<file path="src/rtl/mem_wb_skid_reg.sv">
// Elastic MEM/WB stage: 2-entry skid buffer, writeback select, r0 suppression, flush, saturating counters.
// Optional bypass outputs enabled by defining MEM_WB_BYPASS_EN.
module mem_wb_skid_reg #(
    parameter int unsigned DATA_W = 32,
    parameter int unsigned REG_AW = 5,
    parameter int unsigned CNT_W  = 32
) (
    input  logic              clk,
    input  logic              reset,
    input  logic              flush,
    input  logic              in_valid,
    output logic              in_ready,
    input  logic [DATA_W-1:0] readdata_in,
    input  logic [DATA_W-1:0] alu_in,
    input  logic [REG_AW-1:0] write_reg_in,
    input  logic              regwrite_in,
    input  logic              memtoreg_in,
    output logic              out_valid,
    input  logic              out_ready,
    output logic [DATA_W-1:0] wb_data,
    output logic [REG_AW-1:0] wb_reg,
    output logic              wb_en,
    output logic [1:0]        occupancy,
    output logic [CNT_W-1:0]  wb_count,
    output logic [CNT_W-1:0]  mem_read_count,
    output logic [CNT_W-1:0]  alu_result_count,
    output logic [CNT_W-1:0]  stall_count,
    output logic              fwd_valid,
    output logic [REG_AW-1:0] fwd_reg,
    output logic [DATA_W-1:0] fwd_data
);

    typedef struct packed {
        logic [DATA_W-1:0] readdata;
        logic [DATA_W-1:0] alu;
        logic [REG_AW-1:0] write_reg;
        logic              regwrite;
        logic              memtoreg;
    } beat_t;

    beat_t             h_q, h_d, s_q, s_d, beat_in;
    logic              h_vld_q, h_vld_d, s_vld_q, s_vld_d;
    logic [CNT_W-1:0]  wb_cnt_q, wb_cnt_d;
    logic [CNT_W-1:0]  mem_cnt_q, mem_cnt_d;
    logic [CNT_W-1:0]  alu_cnt_q, alu_cnt_d;
    logic [CNT_W-1:0]  stall_cnt_q, stall_cnt_d;
    logic              accept, fire;

    function automatic logic [CNT_W-1:0] sat_inc(input logic [CNT_W-1:0] cnt, input logic en);
        return (en && (cnt != '1)) ? cnt + CNT_W'(1) : cnt;
    endfunction

    assign beat_in = '{readdata: readdata_in, alu: alu_in, write_reg: write_reg_in,
                       regwrite: regwrite_in, memtoreg: memtoreg_in};

    // in_ready comes straight from the skid valid flop: no path from out_ready
    assign in_ready = ~s_vld_q;
    assign accept   = in_valid & in_ready;
    assign fire     = h_vld_q & out_ready;
    assign wb_en    = fire & h_q.regwrite & (h_q.write_reg != '0);

    // Next-state for buffer slots and counters
    always_comb begin
        h_d         = h_q;
        s_d         = s_q;
        h_vld_d     = h_vld_q;
        s_vld_d     = s_vld_q;
        wb_cnt_d    = sat_inc(wb_cnt_q, wb_en);
        mem_cnt_d   = sat_inc(mem_cnt_q, wb_en & h_q.memtoreg);
        alu_cnt_d   = sat_inc(alu_cnt_q, wb_en & ~h_q.memtoreg);
        stall_cnt_d = sat_inc(stall_cnt_q, h_vld_q & ~out_ready);

        if (fire && s_vld_q) begin
            h_d     = s_q;
            s_vld_d = 1'b0;
        end else if (accept && (!h_vld_q || fire)) begin
            h_d     = beat_in;
            h_vld_d = 1'b1;
        end else if (accept && h_vld_q && !fire) begin
            s_d     = beat_in;
            s_vld_d = 1'b1;
        end else if (fire) begin
            h_vld_d = 1'b0;
        end

        if (flush) begin
            h_vld_d = 1'b0;
            s_vld_d = 1'b0;
        end
    end

    always_ff @(posedge clk) begin
        if (reset) begin
            h_q         <= '0;
            s_q         <= '0;
            h_vld_q     <= 1'b0;
            s_vld_q     <= 1'b0;
            wb_cnt_q    <= '0;
            mem_cnt_q   <= '0;
            alu_cnt_q   <= '0;
            stall_cnt_q <= '0;
        end else begin
            h_q         <= h_d;
            s_q         <= s_d;
            h_vld_q     <= h_vld_d;
            s_vld_q     <= s_vld_d;
            wb_cnt_q    <= wb_cnt_d;
            mem_cnt_q   <= mem_cnt_d;
            alu_cnt_q   <= alu_cnt_d;
            stall_cnt_q <= stall_cnt_d;
        end
    end

    assign out_valid        = h_vld_q;
    assign wb_data          = h_q.memtoreg ? h_q.readdata : h_q.alu;
    assign wb_reg           = h_q.write_reg;
    assign occupancy        = {1'b0, h_vld_q} + {1'b0, s_vld_q};
    assign wb_count         = wb_cnt_q;
    assign mem_read_count   = mem_cnt_q;
    assign alu_result_count = alu_cnt_q;
    assign stall_count      = stall_cnt_q;

`ifdef MEM_WB_BYPASS_EN
    beat_t young;
    logic  young_vld;

    // Youngest buffered entry is what a dependent instruction must see
    always_comb begin
        young     = s_vld_q ? s_q : h_q;
        young_vld = s_vld_q | h_vld_q;
    end

    assign fwd_valid = young_vld & young.regwrite & (young.write_reg != '0);
    assign fwd_reg   = young.write_reg;
    assign fwd_data  = young.memtoreg ? young.readdata : young.alu;
`else
    assign fwd_valid = 1'b0;
    assign fwd_reg   = '0;
    assign fwd_data  = '0;
`endif

endmodule

</file>
<file path="config.mk">
export PLATFORM = sky130hd
export DESIGN_NAME = mem_wb_skid_reg
export DESIGN_NICKNAME = d
export VERILOG_FILES = /design/src/rtl/mem_wb_skid_reg.sv
export SDC_FILE = /design/constraint.sdc
export NUM_CORES = 1
export LEC_CHECK = 0
export ABC_AREA = 0
export CORE_MARGIN = 2
export CORE_UTILIZATION = 57
export CTS_BUF_LIST = sky130_fd_sc_hd__clkbuf_4 sky130_fd_sc_hd__clkbuf_8
export DETAILED_ROUTE_END_ITERATION = 7
export PLACE_DENSITY = 0.95
export SLEW_MARGIN = 10
export SYNTH_ARGS = -nofsm -noshare
export SYNTH_HDL_FRONTEND = slang
export SYNTH_SLANG_ARGS = --single-unit
</file>
<file path="constraint.sdc">
create_clock -name clk -period 4.4 [get_ports clk]
set_input_delay 0.66 -clock clk [delete_from_list [all_inputs] [get_ports clk]]
set_output_delay 0.66 -clock clk [all_outputs]
set_load 0.02 [all_outputs]
</file>
== Word-level counts from Yosys, hierarchy flattened ==
Index checks and enable logic that the tools add are counted.

* Flip-flop bits (word level): 272
* Input bits: 76
* Output and inout bits: 208
* Logic and storage cells: 63

* Add/sub/neg operators: 5
* Equal/unequal tests: 5
* Mux-type cells: 6
* Bitwise gates (word level): 12
* Reductions and logical operators: 19

{| class="wikitable"
|+ Operator list
! kind !! number
|-
| $mux 71 || 2
|-
| $add 32x1->32 const B || 4
|-
| $ne 32x32->1 const B || 4
|-
| $mux 32 || 1
|-
| $logic_and 1x1->1 || 8
|-
| $and 1x1->1 || 7
|-
| $reduce_and 3->1 || 2
|-
| $not 1->1 || 5
|-
| $reduce_bool 5->1 || 1
|-
| $reduce_bool 2->1 || 2
|-
| $mux 1 || 3
|-
| $reduce_or 3->1 || 1
|-
| $add 1x1->2 || 1
|-
| $logic_not 1->1 || 2
|-
| $ne 2x2->1 const B || 1
|-
| $reduce_and 2->1 || 1
|-
| $reduce_or 2->1 || 1
|-
| $logic_or 1x1->1 || 1
|}

== Longest topological paths before layout ==
Gate-level depths: netlist (run 1).

* Word-level depth: 6
* Gate-level depth with buffers: 9
* Depth with buffers taken out: 6

== Worst setup path before layout (run 1) ==
OpenSTA, ideal clock, no wires.

* Path type: register to register
* Start: reg stall_cnt_q[0] (netlist: stall_count[0])
* End: reg stall_cnt_q[22] (netlist: stall_count[22])
* Library setup time: 0.070 ns
* Arrival time: 2.159 ns
* Required time: 4.330 ns
* Slack: 2.170 ns
* Cell stages (with the launch flop): 8
* Path buffers: 1
* Period minus slack after synthesis: 2.230 ns
* Cell sequence: dfxtp_1 -> ha_1 -> nand3_2 -> or3_1 -> a211o_1 -> buf_2 -> or3_1 -> a21oi_1

* Word-level cells in the longest chain between the ends: 2
* Elaborated cells on any way between the ends: 3
* Those cells by class: 1 x add/sub; 1 x eq/ne; 1 x reduce/logical

{| class="wikitable"
|+ Ends and longest elaborated chain
! item !! RTL line !! RTL
|-
| start, declared || 46 || <nowiki>logic [CNT_W-1:0] stall_cnt_q, stall_cnt_d;</nowiki>
|-
| start signal, assigned || 110 || <nowiki>stall_cnt_q <= stall_cnt_d;</nowiki>
|-
| parallel branches: the longest is 2 deep, another holds $add 32x1->32 || - ||
|}

Parallel ways; which one is timed is not known.
A chain may end at the register's enable or synchronous reset.

== Worst setup path after layout (run 1) ==
* Start: reg h_q[0] (netlist bit)
* End: out wb_data[2]

* Word-level cells in the longest chain between the ends: 1

{| class="wikitable"
|+ Ends and longest elaborated chain
! item !! RTL line !! RTL
|-
| start, declared || 41 || <nowiki>beat_t h_q, h_d, s_q, s_d, beat_in;</nowiki>
|-
| start signal, assigned || 94 || <nowiki>h_q <= '0;</nowiki>
|-
| start signal, assigned || 103 || <nowiki>h_q <= h_d;</nowiki>
|-
| $mux 32 || 115 || <nowiki>assign wb_data = h_q.memtoreg ? h_q.readdata : h_q.alu;</nowiki>
|-
| end, declared || 20 || <nowiki>output logic [DATA_W-1:0] wb_data,</nowiki>
|}

No other way between the ends.

==> results of run 1 <==
-- per-layer routing --
metal / share of wire, % / routed length, µm / vias up / track usage (%)
li1: - / - / 5905 / -
met1: 40 / 13860 / 5851 / 33.13
met2: 49 / 17210 / 480 / 47.03
met3: 7.8 / 2743 / 98 / 7.047
met4: 3.4 / 1186 / 2 / 11.46
met5: 0.046 / 16 / - / 0
-- logic make-up after synthesis --
logic type,count (synthesis),share of synthesized area (%)
adders and majority gates,5,0.4804
other,1,0.02880
AOI/OAI and AO/OA,336,15.83
muxes,125,10.09
xor gates and xnor gates,21,1.412
buffers and inverters,153,5.995
DFF,272,41.81
and+or+nand+nor,615,24.35
-- critical path: stages, from the launching register on --
cell	delay [ns]
dfxtp_2	1.05
mux2_2	0.42
clkdlybuf4s50_1	0.58
-- stage by stage --
stage	util [%]	setup WS, ns	total power (W)
floorplan	-	2.170	0.002912
global placement	68.54	1.181	0.003076
detailed placement	68.54	1.084	0.003092
CTS	72.66	1.106	0.005338
global route	72.66	1.025	0.005507
finish	72.68	1.115	0.005311
-- cells in the final DEF, fill, tap and decap left out, drive strengths merged, types with 22 or more instances in the layout --
cell type,netlist,layout
nand4,46,46
a21oi,159,159
conb,1,38
dfxtp,272,272
nand3,50,50
a211oi,79,79
o21ai,46,46
or4,35,35
o31ai,35,35
and4,22,22
mux2i,75,75
or3,49,49
nand2,193,193
nor2,137,137
clkbuf,70,69
clkdlybuf4s50,0,244
mux2,50,50
-- area by class of cell --
cell class / count / area (µm²) / share of cell area [%]
Clock buffer: 68 / 854.6 / 5.225
Timing Repair Buffer: 256 / 2601 / 15.91
Multi-Input combinational cell: 1140 / 6959 / 42.55
Antenna cell: 2 / 5.005 / 0.03060
Sequential cell: 272 / 5446 / 33.30
Tap cell: 285 / 356.6 / 2.180
Inverter: 16 / 60.06 / 0.3672
Clock inverter: 11 / 71.32 / 0.4361
-- power by group through the flow --
stage	sequential, W	combinational, W	clock, W
3_3_place_gp	0.00262	0.000453	0
2_1_floorplan	0.00260	0.000308	0
3_5_place_dp	0.00263	0.000465	0
6_report	0.00257	0.000472	0.00227
5_1_grt	0.00258	0.000506	0.00242
4_1_cts	0.00257	0.000471	0.00229
-- worst max-delay path by stage --
| stage | start | to | cells after the start |
|---|---|---|---|
| 2_1_floorplan | stall_count[0]$_SDFFE_PP0P_ | stall_count[22]$_SDFFE_PP0P_ | 7 |
| 3_3_place_gp | out_ready | s_q[21]$_SDFFE_PP0P_ | 6 |
| 3_5_place_dp | out_ready | s_q[53]$_SDFFE_PP0P_ | 6 |
| 4_1_cts | h_q[0]$_SDFFE_PP0P_ | wb_data[31] | 2 |
| 5_1_grt | h_q[0]$_SDFFE_PP0P_ | wb_data[31] | 2 |
| 6_report | h_q[0]$_SDFFE_PP0P_ | wb_data[2] | 2 |
==> results.sh, run 1 <==
export IMPL_worst_ep_required_time_ns=3.74
export IMPL_grt_pass1_wl_um=55790
export IMPL_hp_start="s_q[65]$_SDFFE_PP0P_"
export IMPL_tns_ns=0
export IMPL_period_needed_ns=3.285
export IMPL_rsz0062_at_grt="no"
export IMPL_hold_violations=0
export IMPL_synth_ff_type="dfxtp_1"
export IMPL_fin_skew_ns=0.02830
export IMPL_postPlaceCellArea_um2=15420
export IMPL_fmax_ghz=0.3044
export IMPL_yosysUniqueCellTypes=64
export IMPL_grt_max_degree=168
export IMPL_status="complete, no violations"
export IMPL_critPathLaunchType="flop"
export IMPL_ys_seq_elements=272
export IMPL_area_growth_pct=25.59
export IMPL_grt_usage_pct=27.56
export IMPL_cp_max_fo=38
export IMPL_first_pass_iters=5
export IMPL_synthArstFlopShare_pct=0
export IMPL_post_route_period_util_pct=74.66
export IMPL_ant_nets=0
export IMPL_initial_core_util_pct=57.87
export IMPL_largest_reg_flops=71
export IMPL_yosysTopAreaCell="dfxtp_1"
export IMPL_p_int_w=0.003985
export IMPL_ys_warn_count=0
export IMPL_die_w_um=155.2
export IMPL_synth_top_area_share_pct=41.81
export IMPL_reg_top3="s_q (71), h_q (66)"
export IMPL_power_density_nw_per_um2=324.8
export IMPL_portBuffers=245
export IMPL_die_h_um=155.2
export IMPL_timing_rr_end="wb_count[2]$_SDFFE_PP0P_"
export IMPL_postCtsSetupBuffers=0
export IMPL_grt_pass1_vias=11600
export IMPL_hold_path_endpoint="s_q[65]$_SDFFE_PP0P_"
export IMPL_r2r_start="wb_count[0]$_SDFFE_PP0P_"
export IMPL_fp_row_count=55
export IMPL_dieArea_um2=24070
export IMPL_synth_area_um2=13020
export IMPL_fill_cells=1561
export IMPL_layoutNonFillerInstCount=2050
export IMPL_cts_clk_slew_worst_paths_ns=0.06
export IMPL_cts_path_max_buffers=3
export IMPL_postCtsHoldBufs=0
export IMPL_drcViolationCount=0
export IMPL_largest_register="s_q"
export IMPL_drv_slew=0
export IMPL_drtIter0Drc=632
export IMPL_h_tree_depth=2
export IMPL_synth_most_common_cell="dfxtp_1"
export IMPL_fin_area_um2=16350
export IMPL_synth_seq_area_share_pct=41.81
export IMPL_clk_latency_ns=0.57
export IMPL_end_kind="output port"
export IMPL_numCtsBuffers=44
export IMPL_ff2ff_path_depth=6
export IMPL_avgSynthCellArea_um2=8.523
export IMPL_vias_per_cell=6.018
export IMPL_rrSetupSlack_ns=1.52
export IMPL_post_dp_hpwl_um=23240
export IMPL_grt_overflow=0
export IMPL_num_vias=12340
export IMPL_cts_sinks=272
export IMPL_wirelength_um=35020
export IMPL_routedWlPerCell_um=17.08
export IMPL_criticalPathCategory="flop to output port"
export IMPL_coreArea_um2=22500
export IMPL_crit_arrival_ns=2.62
export IMPL_final_nets=1811
export IMPL_synth_common_cells="dfxtp_1, nand2_1, a21oi_1, nor2_1, a211oi_1"
export IMPL_syn_inst=1528
export IMPL_dp_cells=1969
export IMPL_hold_ws_ns=0.4533
export IMPL_antenna_found_initial=3
export IMPL_switching_share_pct=24.97
export IMPL_ir_drop_mv=0.2679
export IMPL_io_pins=284
export IMPL_tightestPinTransition_ns=1.168
export IMPL_synth_edf_count=0
export IMPL_cts_tree="done"
export IMPL_gp_congestion=0.8911
export IMPL_synthTopCellsByArea="dfxtp_1, a21oi_1, mux2i_1, nand2_1, a211oi_1"
export IMPL_whs_path_depth=2
export IMPL_setup_violations=0
export IMPL_power_switching_w=0.001326
export IMPL_hold_path_class="flop to flop"
export IMPL_drive_above_1_share_pct=9.643
export IMPL_power_frac_comb_pct=8.9
export IMPL_cts_resized=0
export IMPL_p_leak_nw=5.960
export IMPL_power_share_clock_pct=42.6
export IMPL_relSlewSlack_pct=22.16
export IMPL_maxCapViolCount=0
export IMPL_seqPwrFrac_pct=48.5
export IMPL_root_buffer="clkbuf_8"
No activity file was read; power rests on OpenSTA's default activity.
==> inputs of run 2 (changes only) <==
- CORE_UTILIZATION: 57 -> 48
- PLACE_DENSITY: 0.95 -> 0.89
- clock period: 4.4 -> 2.65 ns (I/O delays scaled with it)
==> results.sh, run 2 (same netlist as run 1, synthesis figures left out) <==
export IMPL_status="complete, no violations"
export IMPL_postCtsHoldBufs=0
export IMPL_h_tree_depth=2
export IMPL_io_pins=284
export IMPL_seqPwrFrac_pct=47.3
export IMPL_wl_met2_um=17250
export IMPL_reg_top3="s_q (71), h_q (66)"
export IMPL_wirelength_um=35760
export IMPL_numCtsBuffers=47
export IMPL_layoutNonFillerInstCount=2150
export IMPL_die_h_um=168.7
export IMPL_dieArea_um2=28460
export IMPL_post_route_period_util_pct=95.42
export IMPL_fin_skew_ns=0.02386
export IMPL_drive_above_1_share_pct=11.85
export IMPL_cp_max_fo=24
export IMPL_gp_congestion=0.9172
export IMPL_postCtsSetupBuffers=0
export IMPL_p_int_w=0.006771
export IMPL_final_cell_mix="dfxtp_1, clkdlybuf4s50_1, nand2_1"
export IMPL_grt_usage_pct=24.15
export IMPL_dp_cells=2063
export IMPL_grt_pass1_vias=11840
export IMPL_routedWlPerCell_um=16.63
export IMPL_fmax_ghz=0.3955
export IMPL_ant_nets=0
export IMPL_coreArea_um2=26800
export IMPL_cts_sinks=272
export IMPL_grt_overflow=0
export IMPL_hold_ws_ns=0.4062
export IMPL_cts_path_max_buffers=3
export IMPL_end_kind="output port"
export IMPL_first_pass_iters=5
export IMPL_final_nets=1852
export IMPL_met3RoutedLength_um=2666
export IMPL_initial_core_util_pct=48.59
export IMPL_largest_reg_flops=71
export IMPL_relSlewSlack_pct=49.69
export IMPL_rsz0062_at_grt="no"
export IMPL_grt_max_degree=103
export IMPL_tightestPinTransition_ns=0.7514
export IMPL_criticalPathCategory="flop to output port"
export IMPL_hold_path_class="input port to flop"
export IMPL_postPlaceCellArea_um2=15820
export IMPL_routed_top_layer="met5"
export IMPL_maxCapViolCount=0
export IMPL_antenna_found_initial=5
export IMPL_post_dp_hpwl_um=24080
export IMPL_num_vias=12430
export IMPL_area_growth_pct=29.09
export IMPL_cts_tree="done"
export IMPL_power_density_nw_per_um2=535.0
export IMPL_fill_cells=2161
export IMPL_crit_arrival_ns=2.13
export IMPL_clk_latency_ns=0.57
export IMPL_switching_share_pct=24.72
export IMPL_power_frac_comb_pct=9.1
export IMPL_power_share_clock_pct=43.6
export IMPL_hold_violations=0
export IMPL_tns_ns=0
export IMPL_period_needed_ns=2.529
export IMPL_critPathLaunchType="flop"
export IMPL_root_buffer="clkbuf_8"
export IMPL_power_switching_w=0.002223
export IMPL_final_common_cell="dfxtp_1"
export IMPL_drtIter0Drc=987
export IMPL_post_layout_total_power_w=0.008995
export IMPL_worst_ep_required_time_ns=2.25
export IMPL_die_w_um=168.7
export IMPL_largest_register="s_q"
export IMPL_p_leak_nw=6.225
export IMPL_m1WireLength_um=14680
export IMPL_grt_pass1_wl_um=57590
export IMPL_ir_drop_mv=0.3936
export IMPL_cts_clk_slew_worst_paths_ns=0.06
export IMPL_fp_row_count=60
export IMPL_setup_violations=0
export IMPL_drcViolationCount=0
export IMPL_portBuffers=245
export IMPL_vias_per_cell=5.782
export IMPL_fin_area_um2=16810
export IMPL_drv_slew=0
run 2: worst paths after layout:
check / cells past startpoint / slack (ns) / startpoint / to
worst max-delay path: 3 / 0.12 / h_q[0]$_SDFFE_PP0P_ / wb_data[10]
worst min-delay path: 3 / 0.41 / readdata_in[16] / s_q[55]$_SDFFE_PP0P_
worst max register to register: 6 / 0.28 / mem_read_count[3]$_SDFFE_PP0P_ / mem_read_count[1]$_SDFFE_PP0P_
worst min register to register: 2 / 0.45 / s_q[56]$_SDFFE_PP0P_ / s_q[56]$_SDFFE_PP0P_
run 2: per-stage QoR:
step	utilization [%]	setup WS, ns
3_3_place_gp	59.01	0.08301
3_5_place_dp	59.01	0.05090
6_report	62.73	0.1215
5_1_grt	62.72	0.03721
4_1_cts	62.66	0.02692
2_1_floorplan	-	0.4203
run 2: routing by layer:
metal | track usage [%] | vias up
met5 | 0 | -
met4 | 9.558 | 4
met3 | 5.986 | 85
met2 | 41.02 | 466
met1 | 29.42 | 5894
li1 | - | 5982
run 2: repair_timing:
action | in CTS | in global routing
cloned | 0 | 0
gates resized for setup | 2 | 4
setup endpoints to repair | 1 | 5
run 2: cell type report:
class	instances	area [µm²]	area share [%]
multi-input combinational	1140	6963	41.42
sequential	272	5449	32.41
timing repair buffer	294	2932	17.44
clock buffer	76	927.1	5.515
tap	341	426.7	2.538
inverter	16	60.06	0.3572
clock inverter	8	46.29	0.2754
antenna	3	7.507	0.04466
run 2: worst max-delay path: stages, from the launching register on:
cell	delay, ns
dfxtp_4	0.42
buf_12	0.21
mux2_2	0.38
clkdlybuf4s50_1	0.55
run 2: power by group through the flow:
stage	Combinational, W	Clock, W	Sequential, W
after detailed placement	0.000805	0	0.00434
after floorplan	0.000511	0	0.00432
after global placement	0.000791	0	0.00434
final	0.000817	0.00392	0.00426
after global routing	0.000879	0.00419	0.00427
after CTS	0.000815	0.00402	0.00426
